--- src/rtl/ex_muldiv_if.sv ---
// ----------------------------------------------------------------------------
// ex_muldiv_if
// Bundle between the execute stage and the iterative RV32M mul/div unit.
//   master : pipeline side. Drives start/flush/op/src_a/src_b and
//            receives stall/busy/done/result.
//   slave  : ex_muldiv_unit side (the reverse directions).
// ----------------------------------------------------------------------------
interface ex_muldiv_if #(
    parameter int DATA_WIDTH = 32
) ();
    logic                  start;   // M-op valid in EX
    logic                  flush;   // EX-stage flush, synchronous abort
    logic [2:0]            op;      // funct3
    logic [DATA_WIDTH-1:0] src_a;   // rs1 operand (post-forwarding)
    logic [DATA_WIDTH-1:0] src_b;   // rs2 operand (post-forwarding)
    logic                  stall;   // hold request to pipeline registers
    logic                  busy;    // unit not idle
    logic                  done;    // one-cycle result-valid pulse
    logic [DATA_WIDTH-1:0] result;  // held until the next done

    modport master (
        output start, flush, op, src_a, src_b,
        input  stall, busy, done, result
    );

    modport slave (
        input  start, flush, op, src_a, src_b,
        output stall, busy, done, result
    );
endinterface

--- src/rtl/ex_muldiv_unit.sv ---
// ----------------------------------------------------------------------------
// ex_muldiv_unit
// Iterative RV32M multiply/divide unit in the EX stage. One bit per cycle:
// shift-add multiply and restoring divide on operand magnitudes, with sign
// correction applied when the result is captured. Divide-by-zero and signed
// overflow complete on a one-cycle fast path.
// Ports:
//   clk    : clock
//   rst_n  : asynchronous active-low reset
//   md_bus : ex_muldiv_if.slave (start/flush/op/src_a/src_b in,
//            stall/busy/done/result out)
// ----------------------------------------------------------------------------
module ex_muldiv_unit #(
    parameter int DATA_WIDTH = 32
) (
    input  logic         clk,
    input  logic         rst_n,
    ex_muldiv_if.slave   md_bus
);
    localparam int W  = DATA_WIDTH;
    localparam int CW = $clog2(W);

    typedef enum logic [1:0] {S_IDLE, S_RUN, S_DONE} state_e;

    state_e          state_q, state_d;
    logic [2:0]      op_q, op_d;
    logic            neg_q, neg_d;      // apply two's-complement correction
    logic [CW-1:0]   cnt_q, cnt_d;
    logic [W-1:0]    hi_q, hi_d;        // mul: upper product / div: remainder
    logic [W-1:0]    lo_q, lo_d;        // mul: multiplier->lower product / div: dividend->quotient
    logic [W-1:0]    opnd_q, opnd_d;    // mul: multiplicand / div: divisor
    logic [W-1:0]    result_q, result_d;

    // Operand decode for the instruction being accepted.
    logic            is_div, signed_a, signed_b, a_neg, b_neg, start_neg;
    logic            div_by_zero, div_ovf;
    logic [W-1:0]    mag_a, mag_b;

    assign is_div      = md_bus.op[2];
    assign signed_a    = (md_bus.op == 3'b001) || (md_bus.op == 3'b010) ||
                         (md_bus.op == 3'b100) || (md_bus.op == 3'b110);
    assign signed_b    = (md_bus.op == 3'b001) || (md_bus.op == 3'b100) ||
                         (md_bus.op == 3'b110);
    assign a_neg       = signed_a && md_bus.src_a[W-1];
    assign b_neg       = signed_b && md_bus.src_b[W-1];
    assign mag_a       = a_neg ? -md_bus.src_a : md_bus.src_a;
    assign mag_b       = b_neg ? -md_bus.src_b : md_bus.src_b;
    // REM follows the dividend sign; everything else follows the sign product.
    assign start_neg   = (md_bus.op == 3'b110) ? a_neg : (a_neg ^ b_neg);
    assign div_by_zero = is_div && (md_bus.src_b == '0);
    assign div_ovf     = ((md_bus.op == 3'b100) || (md_bus.op == 3'b110)) &&
                         (md_bus.src_a == {1'b1, {(W-1){1'b0}}}) &&
                         (md_bus.src_b == '1);

    // One iteration of each datapath.
    logic [W:0]      mul_sum;
    logic [W:0]      div_shift;
    logic            div_ge;

    assign mul_sum   = {1'b0, hi_q} + (lo_q[0] ? {1'b0, opnd_q} : '0);
    assign div_shift = {hi_q, lo_q[W-1]};
    assign div_ge    = div_shift >= {1'b0, opnd_q};

    function automatic logic [W-1:0] final_result(input logic [2:0] op,
                                                  input logic       neg,
                                                  input logic [W-1:0] hi,
                                                  input logic [W-1:0] lo);
        logic [2*W-1:0] prod;
        logic [W-1:0]   res;
        prod = neg ? -{hi, lo} : {hi, lo};
        case (op)
            3'b000:                 res = prod[W-1:0];
            3'b001, 3'b010, 3'b011: res = prod[2*W-1:W];
            3'b100, 3'b101:         res = neg ? -lo : lo;
            default:                res = neg ? -hi : hi;
        endcase
        return res;
    endfunction

    always_comb begin
        // NOTE: every signal assigned here gets a default first, so no path
        // leaves one unassigned and no latch is inferred.
        state_d  = state_q;
        op_d     = op_q;
        neg_d    = neg_q;
        cnt_d    = cnt_q;
        hi_d     = hi_q;
        lo_d     = lo_q;
        opnd_d   = opnd_q;
        result_d = result_q;

        unique case (state_q)
            S_IDLE: begin
                if (md_bus.start && !md_bus.flush) begin
                    op_d  = md_bus.op;
                    neg_d = start_neg;
                    if (div_by_zero) begin
                        result_d = md_bus.op[1] ? md_bus.src_a : '1;
                        state_d  = S_DONE;
                    end else if (div_ovf) begin
                        result_d = md_bus.op[1] ? '0 : {1'b1, {(W-1){1'b0}}};
                        state_d  = S_DONE;
                    end else begin
                        hi_d    = '0;
                        lo_d    = is_div ? mag_a : mag_b;
                        opnd_d  = is_div ? mag_b : mag_a;
                        cnt_d   = CW'(W - 1);
                        state_d = S_RUN;
                    end
                end
            end
            S_RUN: begin
                if (md_bus.flush) begin
                    state_d = S_IDLE;
                end else begin
                    if (op_q[2]) begin
                        hi_d = div_ge ? (div_shift[W-1:0] - opnd_q) : div_shift[W-1:0];
                        lo_d = {lo_q[W-2:0], div_ge};
                    end else begin
                        hi_d = mul_sum[W:1];
                        lo_d = {mul_sum[0], lo_q[W-1:1]};
                    end
                    cnt_d = cnt_q - CW'(1);
                    if (cnt_q == '0) begin
                        state_d  = S_DONE;
                        result_d = final_result(op_q, neg_q, hi_d, lo_d);
                    end
                end
            end
            S_DONE:  state_d = S_IDLE;
            default: state_d = S_IDLE;
        endcase
    end

    always_ff @(posedge clk or negedge rst_n) begin
        if (!rst_n) begin
            state_q  <= S_IDLE;
            op_q     <= '0;
            neg_q    <= 1'b0;
            cnt_q    <= '0;
            hi_q     <= '0;
            lo_q     <= '0;
            opnd_q   <= '0;
            result_q <= '0;
        end else begin
            // NOTE: non-blocking assignments so every register samples the
            // pre-edge values regardless of statement order.
            state_q  <= state_d;
            op_q     <= op_d;
            neg_q    <= neg_d;
            cnt_q    <= cnt_d;
            hi_q     <= hi_d;
            lo_q     <= lo_d;
            opnd_q   <= opnd_d;
            result_q <= result_d;
        end
    end

    // Stall is combinational on start so the instruction is held from the
    // very cycle it is accepted; it drops in DONE so the pipeline advances.
    assign md_bus.stall  = ((state_q == S_IDLE) && md_bus.start && !md_bus.flush) ||
                           (state_q == S_RUN);
    assign md_bus.busy   = (state_q != S_IDLE);
    assign md_bus.done   = (state_q == S_DONE);
    assign md_bus.result = result_q;
endmodule

--- src/flat_wrapper.sv ---
// flat-port wrapper written by rule: the top's interface ports become plain ports
module ex_muldiv_unit_flat 
#(
    parameter int DATA_WIDTH = 32
)
  (clk, rst_n, md_bus_start, md_bus_flush, md_bus_op, md_bus_src_a, md_bus_src_b, md_bus_stall, md_bus_busy, md_bus_done, md_bus_result);
  ex_muldiv_if #(.DATA_WIDTH(DATA_WIDTH)) md_bus_i ();
  input  logic clk;
  input  logic rst_n;
  input wire logic [$bits(md_bus_i.start)-1:0] md_bus_start;
  input wire logic [$bits(md_bus_i.flush)-1:0] md_bus_flush;
  input wire logic [$bits(md_bus_i.op)-1:0] md_bus_op;
  input wire logic [$bits(md_bus_i.src_a)-1:0] md_bus_src_a;
  input wire logic [$bits(md_bus_i.src_b)-1:0] md_bus_src_b;
  output wire logic [$bits(md_bus_i.stall)-1:0] md_bus_stall;
  output wire logic [$bits(md_bus_i.busy)-1:0] md_bus_busy;
  output wire logic [$bits(md_bus_i.done)-1:0] md_bus_done;
  output wire logic [$bits(md_bus_i.result)-1:0] md_bus_result;
  assign md_bus_i.start = md_bus_start;
  assign md_bus_i.flush = md_bus_flush;
  assign md_bus_i.op = md_bus_op;
  assign md_bus_i.src_a = md_bus_src_a;
  assign md_bus_i.src_b = md_bus_src_b;
  assign md_bus_stall = md_bus_i.stall;
  assign md_bus_busy = md_bus_i.busy;
  assign md_bus_done = md_bus_i.done;
  assign md_bus_result = md_bus_i.result;
  ex_muldiv_unit #(.DATA_WIDTH(DATA_WIDTH)) u_core (.clk(clk), .rst_n(rst_n), .md_bus(md_bus_i));
endmodule
--- config.mk ---
export PLATFORM = sky130hd
export DESIGN_NAME = ex_muldiv_unit_flat
export DESIGN_NICKNAME = d
export VERILOG_FILES = /design/src/rtl/ex_muldiv_if.sv /design/src/rtl/ex_muldiv_unit.sv /design/src/flat_wrapper.sv
export SDC_FILE = /design/constraint.sdc
export NUM_CORES = 1
export LEC_CHECK = 0
export BUFFER_PORTS_ARGS = -buffer_cell sky130_fd_sc_hd__buf_2
export CAP_MARGIN = 20
export CORE_ASPECT_RATIO = 0.7
export CORE_MARGIN = 8
export CORE_UTILIZATION = 30
export DETAILED_ROUTE_END_ITERATION = 16
export PLACE_DENSITY_LB_ADDON = 0.2
export SYNTH_ARGS = -nofsm -noshare
export SYNTH_HDL_FRONTEND = slang
export SYNTH_SLANG_ARGS = --single-unit
--- constraint.sdc ---
create_clock -name clk -period 13.6 [get_ports clk]
set_input_delay 1.36 -clock clk [delete_from_list [all_inputs] [get_ports clk]]
set_output_delay 1.36 -clock clk [all_outputs]
set_load 0.02 [all_outputs]
* After elaboration in Yosys (flattened, before gate mapping)
Index checks and enable logic that the tools add are counted.
Cells by class: muxes and demuxes 46, bitwise operators 3, add/subtract/negate cells 8, order comparisons 1, equality and inequality tests 20, reduce and logical (&&, ||, !) cells 29
Operators by type and width (number):
- 32-bit 2-to-1 mux | 29
- 32-bit one-hot mux with 2 select lines | 3
- 32-bit negator | 4
- 32-bit one-hot mux with 3 select lines | 1
- 32-bit equality test (second input constant) | 2
- 64-bit 2-to-1 mux | 1
- 64-bit negator | 1
- 32-bit by 33-bit adder with 33-bit output | 1
- 33-bit by 32-bit >= comparator with 1-bit output | 1
- 32-bit logical NOT | 1
- 32-bit subtractor | 1
- 5-bit 2-to-1 mux | 4
- 3-bit equality test (second input constant) | 4
- 2-bit 2-to-1 mux | 5
- 5-bit one-hot mux with 2 select lines | 1
- 5-bit AND reduction | 2
- 3-bit by 2-bit equality test with 1-bit output (second input constant) | 3
- 1-bit logical AND | 8
- 1-bit logical OR | 7
- 3-bit by 1-bit equality test with 1-bit output (second input constant) | 2
- 2-bit inequality test (second input constant) | 3
- 5-bit logical NOT | 1
- 5-bit by 1-bit subtractor with 5-bit output (second input constant) | 1
- 2-bit by 1-bit inequality test with 1-bit output (second input constant) | 2
- 16 further kinds | 19
Word-level totals: output and inout port bits 35, register bits after elaboration 139, input port bits 71, logic and storage cells 115

* Longest topological paths before layout
depth in word-level cells 11, depth in mapped cells 24, depth with buffers taken out 22

* Least setup slack after synthesis
Ideal clock, no wire load.
path type reg-to-reg, start point register u_core.op_q[2], end point register u_core.result_q[14], in the netlist u_core.md_bus.result[14], data required time 13.466 ns, cell stages (with the launch flop) 24, period minus slack after synthesis 5.508 ns, buffers on the path 11, path slack 8.092 ns, data arrival time 5.374 ns, setup time 0.134 ns, cells stage by stage dfrtp_1 -> buf_2 -> buf_1 -> buf_2 -> clkbuf_1 -> buf_2 -> buf_1 -> buf_2 -> buf_1 -> buf_1 -> clkbuf_1 -> o21ai_0 -> ha_1 -> o21ai_0 -> nor4_1 -> o2111ai_1 -> or2_2 -> nand2b_1 -> or2_2 -> buf_1 -> o31ai_1 -> xor2_1 -> a221oi_1 -> o21ai_0
Between the ends: longest elaborated chain between the ends 9, elaborated cells on any way between the ends 24, classes of those cells add/sub: 3; eq/ne: 5; mux: 13; reduce/logical: 3
RTL lines:
- start: declaration | line ex_muldiv_unit.sv:26 | logic [2:0] op_q, op_d;
- start signal: assignment | line ex_muldiv_unit.sv:149 | op_q <= op_d;
- 32-bit 2-to-1 mux | line ex_muldiv_unit.sv:116 | if (op_q[2]) begin
- 32-bit 2-to-1 mux | line ex_muldiv_unit.sv:113 | if (md_bus.flush) begin
- 32-bit 2-to-1 mux | line ex_muldiv_unit.sv:92 | unique case (state_q)
- 64-bit negator (tied with other cells) | line ex_muldiv_unit.sv:70 | prod = neg ? -{hi, lo} : {hi, lo};
- 64-bit 2-to-1 mux (tied with other cells) | line ex_muldiv_unit.sv:70
- 32-bit one-hot mux with 3 select lines (*) | line ex_muldiv_unit.sv:71 | case (op)
- 32-bit 2-to-1 mux (*) | line ex_muldiv_unit.sv:124 | if (cnt_q == '0) begin
- 32-bit 2-to-1 mux (*) | line ex_muldiv_unit.sv:113
- 32-bit one-hot mux with 2 select lines (*) | line ex_muldiv_unit.sv:92
- end signal: assignment | line ex_muldiv_unit.sv:155 | result_q <= result_d;
- end: declaration | line ex_muldiv_unit.sv:32 | logic [W-1:0] result_q, result_d;
Mark *: on every way between the ends. The rest lies on a longest branch, timed or not. The select of a mux whose other input is x is not followed. A chain may end at the register's enable or synchronous reset.

* Worst setup path in the final report
start point register u_core.hi_q[7], end point register u_core.result_q[4], in the netlist u_core.md_bus.result[4]
Between the ends: longest elaborated chain between the ends 11, elaborated cells on any way between the ends 18, classes of those cells add/sub: 3; order compare: 1; mux: 14
RTL lines:
- start: declaration | line ex_muldiv_unit.sv:29 | logic [W-1:0] hi_q, hi_d;
- start signal: assignment | line ex_muldiv_unit.sv:152 | hi_q <= hi_d;
- 33-bit by 32-bit >= comparator with 1-bit output (*) | line ex_muldiv_unit.sv:62 | assign div_ge = div_shift >= {1'b0, opnd_q};
- 32-bit 2-to-1 mux | line ex_muldiv_unit.sv:117 | hi_d = div_ge ? (div_shift[W-1:0] - opnd_q) : div_shift[W-1:0];
- 32-bit 2-to-1 mux | line ex_muldiv_unit.sv:116
- 32-bit 2-to-1 mux | line ex_muldiv_unit.sv:113
- 32-bit 2-to-1 mux | line ex_muldiv_unit.sv:92
- 64-bit negator / 32-bit negator (equally long branches) | line ex_muldiv_unit.sv:70, ex_muldiv_unit.sv:75
- 64-bit 2-to-1 mux / 32-bit 2-to-1 mux (equally long branches) | line ex_muldiv_unit.sv:70, ex_muldiv_unit.sv:75
- 32-bit one-hot mux with 3 select lines (*) | line ex_muldiv_unit.sv:71
- 32-bit 2-to-1 mux (*) | line ex_muldiv_unit.sv:124
- 32-bit 2-to-1 mux (*) | line ex_muldiv_unit.sv:113
- 32-bit one-hot mux with 2 select lines (*) | line ex_muldiv_unit.sv:92
Marks and branches as above.

==> impl_metrics.json <==
{
  "required_ns": 13.97,
  "cap_violations": 0,
  "dr.pass1.iters": 8,
  "top_layer": "met5",
  "worstSetupPathType": "flop to flop",
  "start_kind": "flop",
  "finish.instance_area_um2": 18000,
  "gr-total-overflow": 0,
  "synthesis.instances": 2241,
  "wl_um": 76600,
  "cts_root_buf": "clkbuf_16",
  "netlist_area_um2": 16200,
  "hpwl_um": 61400,
  "syn-num-nets": 2385,
  "die_area_um2": 61800,
  "worst_slew_pin_slew_ns": 1.26,
  "holdBufCountCts": 0,
  "cts_tree": "built",
  "area_growth_pct": 10.8,
  "ys_seq_elements": 139,
  "cp-end-kind": "flop",
  "drt-initial-drc-count": 2231,
  "place_worst_setup_slack_ns": 7.09,
  "critPathMaxFanout": 20,
  "status": "complete, no violations",
  "htreeDepth": 4,
  "grt_max_degree": 86,
  "layout-drive-gt1-share_pct": 10.4,
  "max_freq_ghz": 0.149,
  "fin_worst_skew_ns": 0.0165,
  "n_fill_cell": 5817,
  "std_cell_rows": 71,
  "multi_input_area_um2": 11900,
  "cts_made_buffers": 17,
  "wl_met3_um": 8070,
  "antenna_found_initial": 9,
  "synth.area.mux_share_pct": 4.60,
  "ys_async_sr_fraction_pct": 100,
  "synth_flop_cell": "dfrtp_1",
  "route.detailed.drc": 0,
  "final_nets": 2407,
  "hp-class": "flop to flop",
  "die_x_um": 294,
  "hold_viol": 0,
  "relSlewSlack_pct": 15.1,
  "post_cts_resized": 0,
  "synthSimpleGateAreaFrac_pct": 23.3,
  "p_per_area_nw_per_um2": 195,
  "leakagePower_nw": 7.29,
  "synth_adder_area_share_pct": 5.73,
  "cts_max_path_buffers": 2,
  "start_util_pct": 30.2,
  "cts.sinks": 139,
  "coreArea_um2": 53600,
  "synth_xor_area_share_pct": 9.03,
  "viasPerCell": 5.99,
  "total_power_mw": 3.50,
  "synth_compound_area_share_pct": 30.4,
  "synth_edf_count": 0,
  "ant_nets": 0,
  "clkSlewWorstSetupHoldPaths_ns": 0.08,
  "grt_first_pass_wirelength_um": 112000,
  "fin_cells": 3006,
  "gp_congestion": 1.00,
  "hold_slack_ns": 0.501,
  "finalSetupViolCount": 0,
  "die_y_um": 210,
  "diodes": 0,
  "final_util_pct": 33.5,
  "vias": 17995,
  "worstSkewPairLatency_ns": 0.46,
  "gr-usage-all-layers_pct": 23.9,
  "min_period_over_period_pct": 49.4,
  "seq_area_frac_synth_pct": 21.5,
  "fin_ws_ns": 6.88,
  "cp.arrival_ns": 7.09,
  "drt-wirelength-per-cell_um": 25.5,
  "slew_viol_final": 0,
  "fin_setup_tns_ns": 0,
  "placed_area_um2": 17400,
  "drt-met1-wl_um": 37400,
  "ys_warn_count": 0,
  "rsz0062_at_grt": "no",
  "ios": 106,
  "peakVddDrop_mv": 0.104,
  "dp.cells": 2973,
  "synth_cell_types": 93,
  "seqCellArea_um2": 3480,
  "synth_area_per_cell_um2": 7.23,
  "grt_pass1_vias": 16451,
  "wl_met2_um": 29700,
  "cts_setup_buffers": 0,
  "io_buffers": 105,
  "finalCriticalPeriod_ns": 6.72,
  "synth_top_family_by_area": "compound AO/OA/AOI/OAI gates"
}
[final timing paths]
path	start	endpoint	slack, ns	depth (start not counted)
min	u_core.md_bus.result[6]	u_core.md_bus.result[6]	0.50	2
max in group asynchronous	rst_n	u_core.neg_q	11.25	2
max reg2reg	u_core.hi_q[7]	u_core.md_bus.result[4]	6.88	22
min reg2reg	u_core.md_bus.result[6]	u_core.md_bus.result[6]	0.50	2
min in group asynchronous	rst_n	u_core.opnd_q[24]	0.89	1
max	u_core.hi_q[7]	u_core.md_bus.result[4]	6.88	22
[power breakdown]
part / total, mW / internal [mW] / switching [mW] / leakage [nW]
Sequential: 0.654 / 0.504 / 0.150 / 1.75
Clock: 0.494 / 0.259 / 0.235 / 0.274
Combinational: 2.35 / 0.781 / 1.57 / 5.27
Total: 3.50 / 1.54 / 1.96 / 7.29
[cell families after synthesis]
logic type / after synthesis
AND/OR/NAND/NOR: 789
multiplexers: 73
adder cells (fa/ha/maj): 73
AO/OA/AOI/OAI: 778
buffers and inverters: 222
flip-flops: 139
XOR/XNOR: 167
[final cells by class]
class                      count  area share, %
clock inverter                15          0.864
sequential                   139           19.4
inverter                      84           1.76
multi-input combinational   1880           66.1
clock buffer                  17           2.37
timing repair buffer         141           4.47
tap                          730           5.09
[worst max-delay path, cell delays in order (launching register included)]
cell and delay [ns]:
dfrtp_1 0.47, ha_1 0.42, a21o_1 0.23, a31o_1 0.24, a221oi_2 0.47, a21oi_1 0.12, o21ai_1 0.14, buf_4 0.30
nand3_1 0.40, o21ai_0 0.34, ha_1 0.26, o21ai_0 0.14, nor4_1 0.55, o2111ai_1 0.40, or2_2 0.40, nand2b_1 0.24
nor2_1 0.32, nor2_1 0.12, or3_1 0.32, a211o_1 0.30, o211ai_1 0.08, nand2_1 0.10, a31oi_1 0.25
[registers in the layout (all words and copies together) (netlist names)]
register and cells:
u_core.state_q 2, u_core.neg_q 1, u_core.hi_q 32, u_core.cnt_q 5, u_core.opnd_q 32, u_core.md_bus.result 32, u_core.op_q 3, u_core.lo_q 32
[synthesized netlist by cell type, drive strengths merged, types with 7 or more instances]
cell	count	area, µm²
mux2	11	124
or3	21	131
xnor2	103	902
o22ai	14	87.6
nand2	263	987
nor3	49	245
nand2b	28	175
or2	12	75.1
o31ai	36	270
buf	36	186
dfrtp	139	3480
a21o	26	195
o41ai	9	105
nor2b	14	87.6
a211oi	20	155
o211ai	26	209
nor4	27	169
o21ai	271	1360
or4	13	105
nand4	37	250
a31oi	47	300
nor2	208	781
o221ai	11	96.3
and3	13	81.3
a221oi	10	113
a21oi	178	895
o21a	20	150
nand3	33	165
o21bai	13	97.6
xor2	64	561
mux2i	62	621
inv	83	312
and2	41	257
clkbuf	102	383
nor3b	9	67.6
a311oi	7	61.3
a22o	15	133
ha	71	888
[routing by layer]
| layer | track usage, % | vias up |
|---|---|---|
| li1 | - | 8236 |
| met1 | 36.9 | 8795 |
| met2 | 32.4 | 869 |
| met3 | 5.96 | 93 |
| met4 | 5.40 | 2 |
| met5 | 0 | - |
[layout by cell type, fill, tap and decap left out, drive strengths merged, types with 26 or more instances in the layout]
| cell | synthesis | final |
|---|---|---|
| nor2 | 208 | 208 |
| a21o | 26 | 26 |
| nand3 | 33 | 33 |
| o31ai | 36 | 36 |
| buf | 36 | 141 |
| nand2 | 263 | 263 |
| xor2 | 64 | 64 |
| nor3 | 49 | 49 |
| nand2b | 28 | 28 |
| nand4 | 37 | 37 |
| o21ai | 271 | 271 |
| a31oi | 47 | 47 |
| mux2i | 62 | 62 |
| a21oi | 178 | 178 |
| dfrtp | 139 | 139 |
| xnor2 | 103 | 103 |
| and2 | 41 | 41 |
| o211ai | 26 | 26 |
| inv | 83 | 92 |
| ha | 71 | 71 |
| nor4 | 27 | 27 |
Power figures use the tool's default switching activity.
